<file path="config.mk">
export PLATFORM = sky130hd
export DESIGN_NAME = cpu_sim_run_monitor_flat
export DESIGN_NICKNAME = d
export VERILOG_FILES = /design/src/rtl/cpu_sim_run_monitor_if.sv /design/src/rtl/cpu_sim_run_monitor.sv /design/src/flat_wrapper.sv
export SDC_FILE = /design/constraint.sdc
export NUM_CORES = 1
export LEC_CHECK = 0
export CORE_MARGIN = 4
export CORE_UTILIZATION = 33
export DETAILED_ROUTE_END_ITERATION = 10
export REMOVE_ABC_BUFFERS = 1
export SYNTH_ARGS = -nofsm -noshare
export SYNTH_HDL_FRONTEND = slang
export SYNTH_SLANG_ARGS = --single-unit
</file>
<file path="constraint.sdc">
create_clock -name clk -period 7.05 [get_ports clk]
set_input_delay 1.41 -clock clk [delete_from_list [all_inputs] [get_ports clk]]
set_output_delay 1.41 -clock clk [all_outputs]
set_load 0.05 [all_outputs]
</file>
<file path="src/rtl/cpu_sim_run_monitor_if.sv">
`default_nettype none
// ============================================================================
//  Module      : cpu_sim_run_monitor_if
//  Description : Bundle between the CPU under test and cpu_sim_run_monitor.
//                CPU-side observation signals flow into the monitor; reset
//                control, counters and the run verdict flow out of it.
//  Signals     : pc, retire, mem_we, mem_addr, mem_wdata   (CPU -> monitor)
//                cpu_rst, cycle_count, retire_count, done, pass, done_cause,
//                fail_code, final_pc                       (monitor -> bench)
//  Modports    : master - the monitor; slave - the CPU/bench side
//  Revision    : 1.0  initial release
// ============================================================================
interface cpu_sim_run_monitor_if #(
    parameter int XLEN  = 32,
    parameter int CNT_W = 32
);
    logic [XLEN-1:0]  pc;
    logic             retire;
    logic             mem_we;
    logic [XLEN-1:0]  mem_addr;
    logic [XLEN-1:0]  mem_wdata;

    logic             cpu_rst;
    logic [CNT_W-1:0] cycle_count;
    logic [CNT_W-1:0] retire_count;
    logic             done;
    logic             pass;
    logic [1:0]       done_cause;
    logic [XLEN-1:0]  fail_code;
    logic [XLEN-1:0]  final_pc;

    modport master (
        input  pc, retire, mem_we, mem_addr, mem_wdata,
        output cpu_rst, cycle_count, retire_count, done, pass, done_cause,
               fail_code, final_pc
    );

    modport slave (
        output pc, retire, mem_we, mem_addr, mem_wdata,
        input  cpu_rst, cycle_count, retire_count, done, pass, done_cause,
               fail_code, final_pc
    );
endinterface
`default_nettype wire

</file>
<file path="src/rtl/cpu_sim_run_monitor.sv">
`default_nettype none
// ============================================================================
//  Module      : cpu_sim_run_monitor
//  Description : Simulation run controller/checker. Sequences the CPU reset,
//                counts RUN cycles and retired instructions, and ends the run
//                on a tohost store, a PC self-loop halt or a cycle budget
//                timeout. On completion the CPU is frozen in reset and a
//                sticky verdict is presented.
//  Ports       : clk  - clock
//                rst  - synchronous active-high reset
//                bus  - cpu_sim_run_monitor_if.master (CPU observation in,
//                       cpu_rst / counters / verdict out)
//  Revision    : 1.0  initial release
// ============================================================================
module cpu_sim_run_monitor #(
    parameter int              XLEN        = 32,
    parameter int              CNT_W       = 32,
    parameter int              RST_CYCLES  = 2,
    parameter int              MAX_CYCLES  = 1000,
    parameter int              HALT_STABLE = 4,
    parameter logic [XLEN-1:0] TOHOST_ADDR = 32'h0000_1000
) (
    input  wire logic               clk,
    input  wire logic               rst,
    cpu_sim_run_monitor_if.master   bus
);

    localparam int HC_W = $clog2(RST_CYCLES) + 1;
    localparam int SB_W = $clog2(HALT_STABLE) + 1;

    localparam logic [1:0] c_st_hold = 2'd0;
    localparam logic [1:0] c_st_run  = 2'd1;
    localparam logic [1:0] c_st_done = 2'd2;

    localparam logic [1:0] c_cause_tohost  = 2'd1;
    localparam logic [1:0] c_cause_halt    = 2'd2;
    localparam logic [1:0] c_cause_timeout = 2'd3;

    localparam logic [HC_W-1:0]  c_hold_last = HC_W'(RST_CYCLES - 1);
    localparam logic [SB_W-1:0]  c_halt_last = SB_W'(HALT_STABLE - 1);
    localparam logic [CNT_W-1:0] c_max_cyc   = CNT_W'(MAX_CYCLES);

    logic [1:0]       state_q,        state_d;
    logic [HC_W-1:0]  hold_cnt_q,     hold_cnt_d;
    logic             first_q,        first_d;
    logic [XLEN-1:0]  last_pc_q,      last_pc_d;
    logic [SB_W-1:0]  stab_q,         stab_d;
    logic [CNT_W-1:0] cycle_count_q,  cycle_count_d;
    logic [CNT_W-1:0] retire_count_q, retire_count_d;
    logic             done_q,         done_d;
    logic             pass_q,         pass_d;
    logic [1:0]       done_cause_q,   done_cause_d;
    logic [XLEN-1:0]  fail_code_q,    fail_code_d;
    logic [XLEN-1:0]  final_pc_q,     final_pc_d;

    logic w_tohost_hit;
    logic w_halt_hit;
    logic w_timeout_hit;

    always_comb begin
        state_d        = state_q;
        hold_cnt_d     = hold_cnt_q;
        first_d        = first_q;
        last_pc_d      = last_pc_q;
        stab_d         = stab_q;
        cycle_count_d  = cycle_count_q;
        retire_count_d = retire_count_q;
        done_d         = done_q;
        pass_d         = pass_q;
        done_cause_d   = done_cause_q;
        fail_code_d    = fail_code_q;
        final_pc_d     = final_pc_q;
        w_tohost_hit   = 1'b0;
        w_halt_hit     = 1'b0;
        w_timeout_hit  = 1'b0;

        case (state_q)
            c_st_hold: begin
                if (hold_cnt_q == c_hold_last) begin
                    state_d = c_st_run;
                    // last_pc is stale on the first RUN edge; mask the compare.
                    first_d = 1'b1;
                end else begin
                    hold_cnt_d = hold_cnt_q + HC_W'(1);
                end
            end

            c_st_run: begin
                first_d   = 1'b0;
                last_pc_d = bus.pc;

                cycle_count_d = (cycle_count_q == '1) ? cycle_count_q
                                                      : cycle_count_q + CNT_W'(1);
                if (bus.retire && (retire_count_q != '1)) begin
                    retire_count_d = retire_count_q + CNT_W'(1);
                end

                if (!first_q && (bus.pc == last_pc_q)) begin
                    stab_d = stab_q + SB_W'(1);
                end else begin
                    stab_d = '0;
                end

                w_tohost_hit  = bus.mem_we && (bus.mem_addr == TOHOST_ADDR);
                w_halt_hit    = (stab_d == c_halt_last);
                w_timeout_hit = (cycle_count_d == c_max_cyc);

                // Priority: tohost > halt > timeout.
                if (w_tohost_hit) begin
                    done_cause_d = c_cause_tohost;
                    pass_d       = (bus.mem_wdata == XLEN'(1));
                    fail_code_d  = (bus.mem_wdata == XLEN'(1)) ? '0 : bus.mem_wdata;
                end else if (w_halt_hit) begin
                    done_cause_d = c_cause_halt;
                    pass_d       = 1'b0;
                end else if (w_timeout_hit) begin
                    done_cause_d = c_cause_timeout;
                    pass_d       = 1'b0;
                end

                if (w_tohost_hit || w_halt_hit || w_timeout_hit) begin
                    state_d    = c_st_done;
                    done_d     = 1'b1;
                    final_pc_d = bus.pc;
                end
            end

            default: begin
                // DONE: everything frozen until rst.
            end
        endcase
    end

    always_ff @(posedge clk) begin
        if (rst) begin
            state_q        <= c_st_hold;
            hold_cnt_q     <= '0;
            first_q        <= 1'b0;
            last_pc_q      <= '0;
            stab_q         <= '0;
            cycle_count_q  <= '0;
            retire_count_q <= '0;
            done_q         <= 1'b0;
            pass_q         <= 1'b0;
            done_cause_q   <= 2'd0;
            fail_code_q    <= '0;
            final_pc_q     <= '0;
        end else begin
            state_q        <= state_d;
            hold_cnt_q     <= hold_cnt_d;
            first_q        <= first_d;
            last_pc_q      <= last_pc_d;
            stab_q         <= stab_d;
            cycle_count_q  <= cycle_count_d;
            retire_count_q <= retire_count_d;
            done_q         <= done_d;
            pass_q         <= pass_d;
            done_cause_q   <= done_cause_d;
            fail_code_q    <= fail_code_d;
            final_pc_q     <= final_pc_d;
        end
    end

    // CPU is held in reset everywhere except RUN, which also freezes it on DONE.
    assign bus.cpu_rst      = (state_q != c_st_run);
    assign bus.cycle_count  = cycle_count_q;
    assign bus.retire_count = retire_count_q;
    assign bus.done         = done_q;
    assign bus.pass         = pass_q;
    assign bus.done_cause   = done_cause_q;
    assign bus.fail_code    = fail_code_q;
    assign bus.final_pc     = final_pc_q;

endmodule
`default_nettype wire

</file>
<file path="src/flat_wrapper.sv">
// flat-port wrapper written by rule: the top's interface ports become plain ports
module cpu_sim_run_monitor_flat 
#(
    parameter int              XLEN        = 32,
    parameter int              CNT_W       = 32,
    parameter int              RST_CYCLES  = 2,
    parameter int              MAX_CYCLES  = 1000,
    parameter int              HALT_STABLE = 4,
    parameter logic [XLEN-1:0] TOHOST_ADDR = 32'h0000_1000
)
  (clk, rst, bus_pc, bus_retire, bus_mem_we, bus_mem_addr, bus_mem_wdata, bus_cpu_rst, bus_cycle_count, bus_retire_count, bus_done, bus_pass, bus_done_cause, bus_fail_code, bus_final_pc);
  cpu_sim_run_monitor_if #(.XLEN(XLEN), .CNT_W(CNT_W)) bus_i ();
  input  wire logic clk;
  input  wire logic rst;
  input wire logic [$bits(bus_i.pc)-1:0] bus_pc;
  input wire logic [$bits(bus_i.retire)-1:0] bus_retire;
  input wire logic [$bits(bus_i.mem_we)-1:0] bus_mem_we;
  input wire logic [$bits(bus_i.mem_addr)-1:0] bus_mem_addr;
  input wire logic [$bits(bus_i.mem_wdata)-1:0] bus_mem_wdata;
  output wire logic [$bits(bus_i.cpu_rst)-1:0] bus_cpu_rst;
  output wire logic [$bits(bus_i.cycle_count)-1:0] bus_cycle_count;
  output wire logic [$bits(bus_i.retire_count)-1:0] bus_retire_count;
  output wire logic [$bits(bus_i.done)-1:0] bus_done;
  output wire logic [$bits(bus_i.pass)-1:0] bus_pass;
  output wire logic [$bits(bus_i.done_cause)-1:0] bus_done_cause;
  output wire logic [$bits(bus_i.fail_code)-1:0] bus_fail_code;
  output wire logic [$bits(bus_i.final_pc)-1:0] bus_final_pc;
  assign bus_i.pc = bus_pc;
  assign bus_i.retire = bus_retire;
  assign bus_i.mem_we = bus_mem_we;
  assign bus_i.mem_addr = bus_mem_addr;
  assign bus_i.mem_wdata = bus_mem_wdata;
  assign bus_cpu_rst = bus_i.cpu_rst;
  assign bus_cycle_count = bus_i.cycle_count;
  assign bus_retire_count = bus_i.retire_count;
  assign bus_done = bus_i.done;
  assign bus_pass = bus_i.pass;
  assign bus_done_cause = bus_i.done_cause;
  assign bus_fail_code = bus_i.fail_code;
  assign bus_final_pc = bus_i.final_pc;
  cpu_sim_run_monitor #(.XLEN(XLEN), .CNT_W(CNT_W), .RST_CYCLES(RST_CYCLES), .MAX_CYCLES(MAX_CYCLES), .HALT_STABLE(HALT_STABLE), .TOHOST_ADDR(TOHOST_ADDR)) u_core (.clk(clk), .rst(rst), .bus(bus_i));
endmodule
</file>
==> summary.txt, run 1 <==
Status
  – Status: finished, final reports clean

Worst setup path
  – Worst-path maximum fanout: 37
  – Setup CP Type: input pin to register
  – Worst Setup Start Kind: input pin
  – CP Capture Type: register
  – Endpoint required time on the critical path: 7.36 ns
  – Critical Path AT: 5.19 ns

Power
  – Seq pwr share: 44.2%
  – Power Density: 195 mW/mm²
  – Clock share of power: 41.4%
  – Internal power: 0.00171 W
  – Sw power: 0.000662 W
  – Switching share of total power: 28.0%
  – VDD IR max: 0.121 mV
  – Power share of the combinational group: 14.4%
  – Leak Pwr: 4.28 nW

Yosys
  – Yosys warnings: 0
  – Synthesized cell area: 0.00906 mm²
  – EDFF count, synth: 0
  – Synthesized instance count: 1077
  – Count leader, synth: nand2_1
  – Top cell type's share of synthesized area: 38.0%
  – Area leader, netlist: dfxtp_1
  – Seq/Total Area, Yosys: 38.0%
  – Top cells by count, synth: nand2_1, dfxtp_1, a21oi_1, nor2_1, clkbuf_1
  – Synth unique cells: 65
  – Ys async rst share: 0%
  – Synth top area cells: dfxtp_1, nand2_1, xnor2_1, a21oi_1, o211a_1
  – Seq cells post-synth: 172
  – Avg Cell Area, Syn: 8.41 µm²
  – Ys flop type: dfxtp_1

Timing
  – Slew Viols, Final: 0
  – Setup TNS: 0 ns
  – Fin. Hold Viols: 0
  – WHS: 0.448 ns
  – Clock skew: 0.0155 ns
  – Period utilisation layout: 69.2%
  – Min cycle time layout: 4.88 ns
  – Rel. slew slack: 15.1%
  – RSZ-0062 raised after global routing: false
  – F_max: 0.205 GHz
  – Actual slew at the worst max-slew pin: 1.27 ns
  – # setup viols final: 0

Clocking
  – Total CTS buffers: 17
  – Post-CTS Hold Fix Bufs: 0
  – CTS Sinks: 172
  – Post-CTS Resized: 0
  – Post-CTS Setup Bufs: 0
  – Clk buf depth: 2
  – Clk pin slew, worst setup/hold paths: 0.07 ns
  – CTS root buf: clkbuf_16
  – Clock latency on the worst-skew pair: 0.42 ns
  – CTS tree: done
  – H-tree levels: 4

Floorplanning
  – Die area: 0.0302 mm²
  – Die Wd: 174 µm
  – Top Ports: 233
  – Row count: 60
  – Height of the chip: 174 µm
  – Initial Util: 33.6%
  – Area of the core: 0.0270 mm²

Placed design
  – Routability cong.: 0.870
  – Placed Area: 0.0116 mm²
  – IO Port Bufs: 232
  – Placed Cells: 1581
  – Detailed Place HPWL: 18700 µm

Cells and area
  – Antenna diodes: 0
  – Post-route insts no fill: 1612
  – Layout cells sized above 1: 8.58%
  – Final Core Density: 45.2%
  – Fin area: 0.0122 mm²
  – # nets final: 1363
  – Area delta synth->final: 34.4%

Global route
  – Number of global-route vias before repair: 8242
  – Largest net degree at the start of global routing: 74
  – Total GRT Usage: 17.7%
  – First-pass GRT wire length: 44600 µm
  – GR Overflow Total: 0
  – Antenna violations before repair: 0

Route
  – Avg WL per Cell: 17.1 µm
  – Initial DRC count: 430
  – Vias per cell: 5.30
  – Pre-antenna DRT Iters: 6
  – WL final: 27600 µm
  – Vias: 8537
  – DRC: 0
  – Final ANT Viol Nets: 0

Job
  – Max-Cap Viols: 0

Hold path
  – Min-delay worst type: register to register
-- logic make-up (layout without fill, tap and decap cells) --
family / Yosys count / count (layout) / share of synthesized area (%)
AO/OA/AOI/OAI: 192 / 192 / 15.2
XOR/XNOR: 86 / 86 / 8.32
multiplexers: 34 / 34 / 5.01
flip-flops: 172 / 172 / 38.0
adder cells (fa/ha/maj): 4 / 4 / 0.553
buffers and inverters: 94 / 288 / 4.42
AND/OR/NAND/NOR: 495 / 495 / 28.4
-- state kept, by name, summed over array words and instances (netlist names) --
name,cells
u_core.bus.fail_code,32
u_core.bus.done_cause,2
u_core.bus.final_pc,32
u_core.hold_cnt_q,2
u_core.first_q,1
u_core.bus.cycle_count,32
u_core.bus.done,1
u_core.stab_q,3
u_core.state_q,2
u_core.bus.pass,1
u_core.last_pc_q,32
u_core.bus.retire_count,32
-- worst paths after layout --
| path | slack [ns] | from | cells past startpoint | endpoint |
|---|---|---|---|---|
| max | 2.17 | bus_mem_addr[3] | 10 | u_core.bus.final_pc[23] |
| min | 0.45 | u_core.bus.fail_code[4] | 2 | u_core.bus.fail_code[4] |
| min reg2reg | 0.45 | u_core.bus.fail_code[4] | 2 | u_core.bus.fail_code[4] |
| max reg2reg | 3.03 | u_core.bus.cycle_count[24] | 9 | u_core.bus.final_pc[3] |
-- power by group through the flow --
| stage | Clock, W | Combinational (W) | Sequential [W] |
|---|---|---|---|
| floorplan | 0 | 0.000171 | 0.00108 |
| global placement | 0 | 0.000344 | 0.00107 |
| detailed placement | 0 | 0.000344 | 0.00107 |
| CTS | 0.00101 | 0.000345 | 0.00105 |
| global route | 0.00105 | 0.000378 | 0.00105 |
| finish | 0.000979 | 0.000342 | 0.00105 |
-- critical path, stage by stage --
cell	delay, ns
clkdlybuf4s50_1	0.40
nor4_1	0.34
nand4_1	0.18
nor4_1	0.54
inv_1	0.24
a21oi_4	0.81
buf_4	0.50
nor3b_1	0.10
mux2_4	0.29
a311o_2	0.34
-- cells in the final DEF, fill, tap and decap left out, drive strengths merged, types with 12 or more instances in the layout --
cell / count
clkdlybuf4s50: 231
nand2: 173
dfxtp: 172
a21oi: 88
nor2: 73
xnor2: 58
nand4: 39
and3: 38
nor3b: 33
o211a: 32
mux2: 31
a311o: 31
nand3: 29
xor2: 28
nor4: 26
o21ai: 20
or3: 20
inv: 20
nor3: 19
clkbuf: 19
buf: 12
-- layout make-up --
cell class	count	area, µm²
Fill cell	2659	14800
Multi-Input combinational cell	811	5250
Sequential cell	172	3440
Timing Repair Buffer	243	2400
Clock buffer	19	443
Tap cell	341	427
Clock inverter	12	156
Inverter	14	52.6
-- routing by layer --
layer,GRT usage (%),routed length (µm),vias to the layer above
li1,-,-,4227
met2,29.2,12800,259
met3,4.17,1740,12
met4,3.66,221,0
met5,0,0,-
met1,23.7,12900,4039
-- stage by stage --
step | total power (W) | setup WS [ns]
2_1_floorplan | 0.00125 | 0.424
3_3_place_gp | 0.00141 | 1.89
3_5_place_dp | 0.00141 | 1.81
4_1_cts | 0.00240 | 2.26
5_1_grt | 0.00248 | 1.99
6_report | 0.00237 | 2.17
Note: power is estimated with default switching activity, not from simulation.
==> run 2, diff against run 1 <==
==> constraint.sdc (replaced) <==
create_clock -name clk -period 4.3 [get_ports clk]
set_input_delay 0.86 -clock clk [delete_from_list [all_inputs] [get_ports clk]]
set_output_delay 0.86 -clock clk [all_outputs]
set_load 0.05 [all_outputs]
==> run 2 against run 1 <==
  * Critical path depth is the same
  * Total power rose by 63%
  * Critical endpoint is now u_core.bus.final_pc[21]
  * Sequential share of layout area decreased by 0.15 points
  * First-iteration DRC count is 12% higher
  * Via count up 0.82%
  * Clock-buffer cell count is the same
==> summary.txt, run 2 (same netlist as run 1, synthesis figures left out) <==
Status
  – Status: finished, final reports clean

Timing
  – F_max: 0.271 GHz
  – Final Worst Setup Slack: 0.607 ns (-1.56 ns)
  – WHS: 0.452 ns (+0.00338 ns)
  – Min cycle time layout: 3.69 ns
  – Rel. slew slack: 22.8% (+7.7 points)
  – # setup viols final: 0 (unchanged)
  – Fin. Hold Viols: 0 (unchanged)
  – Slew Viols, Final: 0 (unchanged)
  – Clock skew: 0.0146 ns (-0.000837 ns)
  – RSZ-0062 raised after global routing: false
  – Period utilisation layout: 85.9%
  – Actual slew at the worst max-slew pin: 1.16 ns (-0.113 ns)

Route
  – Avg WL per Cell: 17.3 µm (+0.94%)
  – Final ANT Viol Nets: 0 (unchanged)
  – WL final: 27900 µm (+1.2%)
  – DRC: 0 (unchanged)
  – Vias: 8607 (+0.82%)
  – Pre-antenna DRT Iters: 4 (-2)
  – Initial DRC count: 482 (+12%)
  – Vias per cell: 5.33 (+0.57%)

Cells and area
  – Area delta synth->final: 35.1%
  – Post-route insts no fill: 1616 (+0.25%)
  – Fin area: 0.0122 mm² (+0.52%)
  – Commonest non-fill, non-tap cell in the layout: clkdlybuf4s50_1
  – Most frequent cells in the layout: clkdlybuf4s50_1, nand2_1, dfxtp_1, a21oi_1, nor2_1
  – Layout filler cell count: 2650 (-0.34%)
  – Antenna diodes: 0 (unchanged)
  – # nets final: 1366 (+0.22%)
  – Layout cells sized above 1: 8.78% (+0.21 points)

Worst setup path
  – Endpoint required time on the critical path: 4.61 ns (-2.75 ns)
  – Family with the most delay on the worst path: simple AND/OR/NAND/NOR gates
  – Critical Path AT: 4.00 ns (-1.19 ns)
  – FF-to-FF path depth: 10 (+1)
  – RR Startpoint: u_core.bus.cycle_count[0]
  – Worst path bufs/invs: 1 (-2)
  – Worst Setup Start Kind: register
  – CP Capture Type: register
  – Reg2Reg Setup Slack: 0.61 ns (-2.42 ns)
  – Crit-path max cell delay: 0.52 ns (-0.29 ns)
  – RR Endpoint: u_core.bus.final_pc[21]
  – Worst-path maximum fanout: 35 (-5.4%)
  – CP max-delay cell: nor4_1
  – Setup CP Type: register to register
  – Crit-path cells: ha_1, nand3_1, nor4_1, nand4_1, nand2_1, xnor2_1, nor4b_4, buf_12, mux2_4, a311o_2

Clocking
  – CTS root buf: clkbuf_16
  – Post-CTS Hold Fix Bufs: 0 (unchanged)
  – Clock latency on the worst-skew pair: 0.43 ns (about the same)
  – H-tree levels: 4 (unchanged)
  – Post-CTS Resized: 0 (unchanged)
  – Post-CTS Setup Bufs: 0 (unchanged)
  – Clk buf depth: 2 (unchanged)
  – CTS tree: done
  – Clk pin slew, worst setup/hold paths: 0.07 ns (about the same)
  – Total CTS buffers: 17 (unchanged)
  – CTS Sinks: 172 (unchanged)

Floorplanning
  – Die Wd: 174 µm (unchanged)
  – Top Ports: 233 (unchanged)
  – Area of the core: 0.0270 mm² (unchanged)
  – Row count: 60 (unchanged)
  – Initial Util: 33.6% (unchanged)
  – Height of the chip: 174 µm (unchanged)
  – Die area: 0.0302 mm² (unchanged)

Job
  – Max-Cap Viols: 0 (unchanged)

Placed design
  – Placed Cells: 1584 (+0.19%)
  – Placed Area: 0.0116 mm² (+0.63%)
  – Setup WS pre-CTS: 0.464 ns (-1.35 ns)
  – Routability cong.: 0.824 (-5.3%)
  – Detailed Place HPWL: 18900 µm (+0.96%)
  – IO Port Bufs: 232 (unchanged)

Global route
  – First-pass GRT wire length: 45500 µm (+2.1%)
  – Largest net degree at the start of global routing: 168 (+130%)
  – GR Overflow Total: 0 (unchanged)
  – Total GRT Usage: 18.1% (+0.41 points)
  – Number of global-route vias before repair: 8454 (+2.6%)
  – Antenna violations before repair: 0 (unchanged)

Hold path
  – HP Start: u_core.bus.fail_code[20]
  – Worst hold stages: 2 (unchanged)
  – Hold Path End: u_core.bus.fail_code[20]
  – Min-delay worst type: register to register

Power
  – Power Density: 316 mW/mm² (+62%)
  – VDD IR max: 0.208 mV (+72%)
  – Total power: 0.00386 W (+63%)
  – Leak Pwr: 4.29 nW (+0.37%)
==> run 2: cell types whose count changed in the layout (fill, tap and decap cells not counted), sizes merged <==
cell,previous run,this run
buf,12,15
clkinv,3,4
inv,20,18
clkinvlp,1,3
==> run 2: worst max-delay path by stage <==
stage | start | endpoint | slack, ns | depth (start not counted)
floorplan | u_core.state_q[0] | u_core.bus.final_pc[10] | -2.33 | 5
global placement | bus_pc[31] | u_core.bus.final_pc[5] | 0.50 | 10
global route | u_core.bus.cycle_count[7] | u_core.bus.final_pc[4] | 0.43 | 9
detailed placement | bus_pc[31] | u_core.bus.final_pc[21] | 0.46 | 10
CTS | u_core.bus.cycle_count[22] | u_core.bus.final_pc[21] | 0.60 | 9
finish | u_core.bus.cycle_count[0] | u_core.bus.final_pc[21] | 0.61 | 10
==> run 2: area by class of cell <==
cell class                 instances  area [µm²]  area share (%)
inverter                          14        52.6           0.430
multi-input combinational        811        5250            42.9
tap                              341         427            3.49
sequential                       172        3440            28.1
clock inverter                    13         158            1.29
clock buffer                      19         433            3.54
timing repair buffer             246        2470            20.2
==> run 2: power breakdown <==
group,switching [W],total [W],internal [W]
clock,0.000705,0.00158,0.000872
combinational,0.000327,0.000569,0.000243
sequential,0.0000511,0.00171,0.00166
==> run 2: per-stage QoR <==
stage | utilization, % | setup TNS (ns)
finish | 45.4 | 0
CTS | 45.4 | 0
floorplan | - | -81.44
global route | 45.4 | 0
global placement | 43.2 | 0
detailed placement | 43.2 | 0
==> run 2: worst min-delay path, cell delays in order (launching register included) <==
cell and delay, ns:
dfxtp_1 0.31, nand2_1 0.05, a21oi_1 0.05
==> run 2: routing by layer <==
layer | track usage [%] | up-vias | wire (µm)
li1 | - | 4241 | -
met1 | 23.5 | 4090 | 12900
met2 | 29.4 | 250 | 12700
met3 | 5.30 | 26 | 1900
met4 | 4.75 | 0 | 418
met5 | 0 | - | 0
==> run 3, diff against run 2 <==
--- a/config.mk
+++ b/config.mk
@@ -9,6 +9,7 @@
 export CORE_UTILIZATION = 33
 export DETAILED_ROUTE_END_ITERATION = 10
 export REMOVE_ABC_BUFFERS = 1
+export SLEW_MARGIN = 15
 export SYNTH_ARGS = -nofsm -noshare
 export SYNTH_HDL_FRONTEND = slang
 export SYNTH_SLANG_ARGS = --single-unit
==> run 3 against run 2 <==
  * Final cell count did not move
  * Hold slack barely moved
  * Clock skew about the same
  * First-iteration DRC count down 5.8%
  * Clock-buffer cell count is the same
  * Largest cell class unchanged
==> summary.txt, run 3 (same netlist as run 1, synthesis figures left out) <==
Status
  – Status: finished, final reports clean

Hold path
  – HP Start: u_core.bus.fail_code[20]
  – Worst hold stages: 2 (unchanged)
  – Min-delay worst type: register to register
  – Hold Path End: u_core.bus.fail_code[20]

Clocking
  – CTS tree: done
  – Total CTS buffers: 17 (unchanged)
  – H-tree levels: 4 (unchanged)
  – Post-CTS Setup Bufs: 0 (unchanged)
  – Clk buf depth: 2 (unchanged)
  – Clock latency on the worst-skew pair: 0.43 ns (about the same)
  – CTS root buf: clkbuf_16
  – Clk pin slew, worst setup/hold paths: 0.07 ns (about the same)
  – Post-CTS Hold Fix Bufs: 0 (unchanged)
  – CTS Sinks: 172 (unchanged)
  – Post-CTS Resized: 0 (unchanged)

Worst setup path
  – FF-to-FF path depth: 10 (unchanged)
  – Crit-path max cell delay: 0.52 ns (about the same)
  – Crit-path cells: ha_1, nand3_1, nor4_1, nand4_1, nand2_1, xnor2_1, nor4b_4, buf_12, mux2_4, a311o_2
  – Worst Setup Start Kind: register
  – Critical Path AT: 4.00 ns (about the same)
  – Reg2Reg Setup Slack: 0.61 ns (about the same)
  – RR Startpoint: u_core.bus.cycle_count[0]
  – CP Capture Type: register
  – Setup CP Type: register to register
  – Worst-path maximum fanout: 35 (unchanged)
  – Endpoint required time on the critical path: 4.61 ns (about the same)
  – Worst path bufs/invs: 1 (unchanged)
  – RR Endpoint: u_core.bus.final_pc[21]
  – CP max-delay cell: nor4_1
  – Family with the most delay on the worst path: simple AND/OR/NAND/NOR gates

Cells and area
  – Commonest non-fill, non-tap cell in the layout: clkdlybuf4s50_1
  – # nets final: 1366 (unchanged)
  – Layout filler cell count: 2650 (unchanged)
  – Fin area: 0.0122 mm² (about the same)
  – Most frequent cells in the layout: clkdlybuf4s50_1, nand2_1, dfxtp_1, a21oi_1, nor2_1
  – Area delta synth->final: 35.1% (about the same)
  – Antenna diodes: 0 (unchanged)
  – Layout cells sized above 1: 8.78% (unchanged)
  – Post-route insts no fill: 1616 (unchanged)

Route
  – Vias per cell: 5.31 (-0.29%)
  – Pre-antenna DRT Iters: 4 (unchanged)
  – Avg WL per Cell: 17.2 µm (-0.30%)
  – DR top layer: met4
  – Met2 Wirelength: 12700 µm (-0.22%)
  – DR WL met3: 1870 µm (-1.6%)
  – WL final: 27800 µm (-0.30%)
  – Met1 wire length: 12900 µm (-0.18%)
  – Vias: 8582 (-0.29%)
  – Initial DRC count: 454 (-5.8%)
  – Final ANT Viol Nets: 0 (unchanged)
  – DRC: 0 (unchanged)

Floorplanning
  – Row count: 60 (unchanged)
  – Initial Util: 33.6% (unchanged)
  – Height of the chip: 174 µm (unchanged)
  – Die area: 0.0302 mm² (unchanged)
  – Die Wd: 174 µm (unchanged)
  – Top Ports: 233 (unchanged)
  – Area of the core: 0.0270 mm² (unchanged)

Timing
  – Clock skew: 0.0143 ns (-0.000306 ns)
  – RSZ-0062 raised after global routing: false
  – Min cycle time layout: 3.69 ns (-0.00253 ns)
  – F_max: 0.271 GHz (about the same)
  – # setup viols final: 0 (unchanged)
  – Rel. slew slack: 33.3% (+10 points)
  – Setup TNS: 0 ns (unchanged)
  – Fin. Hold Viols: 0 (unchanged)
  – Final Worst Setup Slack: 0.609 ns (+0.00254 ns)
  – Slew Viols, Final: 0 (unchanged)
  – Actual slew at the worst max-slew pin: 1.00 ns (-0.157 ns)
  – Period utilisation layout: 85.8% (about the same)

Global route
  – Antenna violations before repair: 0 (unchanged)
  – GR Overflow Total: 0 (unchanged)
  – Largest net degree at the start of global routing: 168 (unchanged)
  – Total GRT Usage: 18.1% (unchanged)
  – Number of global-route vias before repair: 8454 (unchanged)
  – First-pass GRT wire length: 45500 µm (unchanged)

Placed design
  – Setup WS pre-CTS: 0.464 ns (unchanged)
  – IO Port Bufs: 232 (unchanged)
  – Routability cong.: 0.824 (unchanged)
  – Placed Area: 0.0116 mm² (unchanged)
  – Detailed Place HPWL: 18900 µm (unchanged)
  – Placed Cells: 1584 (unchanged)

Power
  – VDD IR max: 0.207 mV (-0.14%)
  – Power Density: 315 mW/mm² (about the same)
  – Leak Pwr: 4.29 nW (about the same)

Job
  – Max-Cap Viols: 0 (unchanged)
## run 3: final cells by class
type                       count  area [µm²]  area share (%)
clock inverter                13         158            1.29
sequential                   172        3440            28.1
inverter                      14        53.8           0.440
clock buffer                  19         433            3.54
timing repair buffer         246        2470            20.2
multi-input combinational    811        5250            42.9
tap                          341         427            3.49
## run 3: power by group
part / internal [W] / switching (W) / total (W) / leakage (nW)
Combinational: 0.000243 / 0.000327 / 0.000570 / 2.63
Sequential: 0.00166 / 0.0000509 / 0.00171 / 1.39
Clock: 0.000872 / 0.000703 / 0.00158 / 0.278
Total: 0.00278 / 0.00108 / 0.00386 / 4.29
## run 3: worst register-to-register path, cell delays in order, from the launching register on
cell and delay, ns:
dfxtp_1 0.47, ha_1 0.29, nand3_1 0.19, nor4_1 0.52, nand4_1 0.33, nand2_1 0.23, xnor2_1 0.12, nor4b_4 0.40
buf_12 0.31, mux2_4 0.34, a311o_2 0.35
## run 3: worst max-delay path by stage
stage,startpoint,end,slack [ns],cells past startpoint
after floorplan,u_core.state_q[0],u_core.bus.final_pc[10],-2.33,5
after global placement,bus_pc[31],u_core.bus.final_pc[5],0.50,10
after detailed placement,bus_pc[31],u_core.bus.final_pc[21],0.46,10
after CTS,u_core.bus.cycle_count[22],u_core.bus.final_pc[21],0.60,9
after global routing,u_core.bus.cycle_count[7],u_core.bus.final_pc[4],0.43,9
final,u_core.bus.cycle_count[0],u_core.bus.final_pc[21],0.61,10
## run 3: per-stage QoR
step	utilization [%]	total power (W)	hold WS, ns
3_3_place_gp	43.2	0.00231	0.438
4_1_cts	45.4	0.00392	0.454
3_5_place_dp	43.2	0.00232	0.443
6_report	45.4	0.00386	0.451
2_1_floorplan	-	0.00204	0.442
5_1_grt	45.4	0.00405	0.473
## run 3: routing by layer
layer	track usage, %	vias to the layer above
li1	-	4240
met1	23.5	4072
met2	29.4	245
met3	5.30	25
met4	4.75	0
met5	0	-
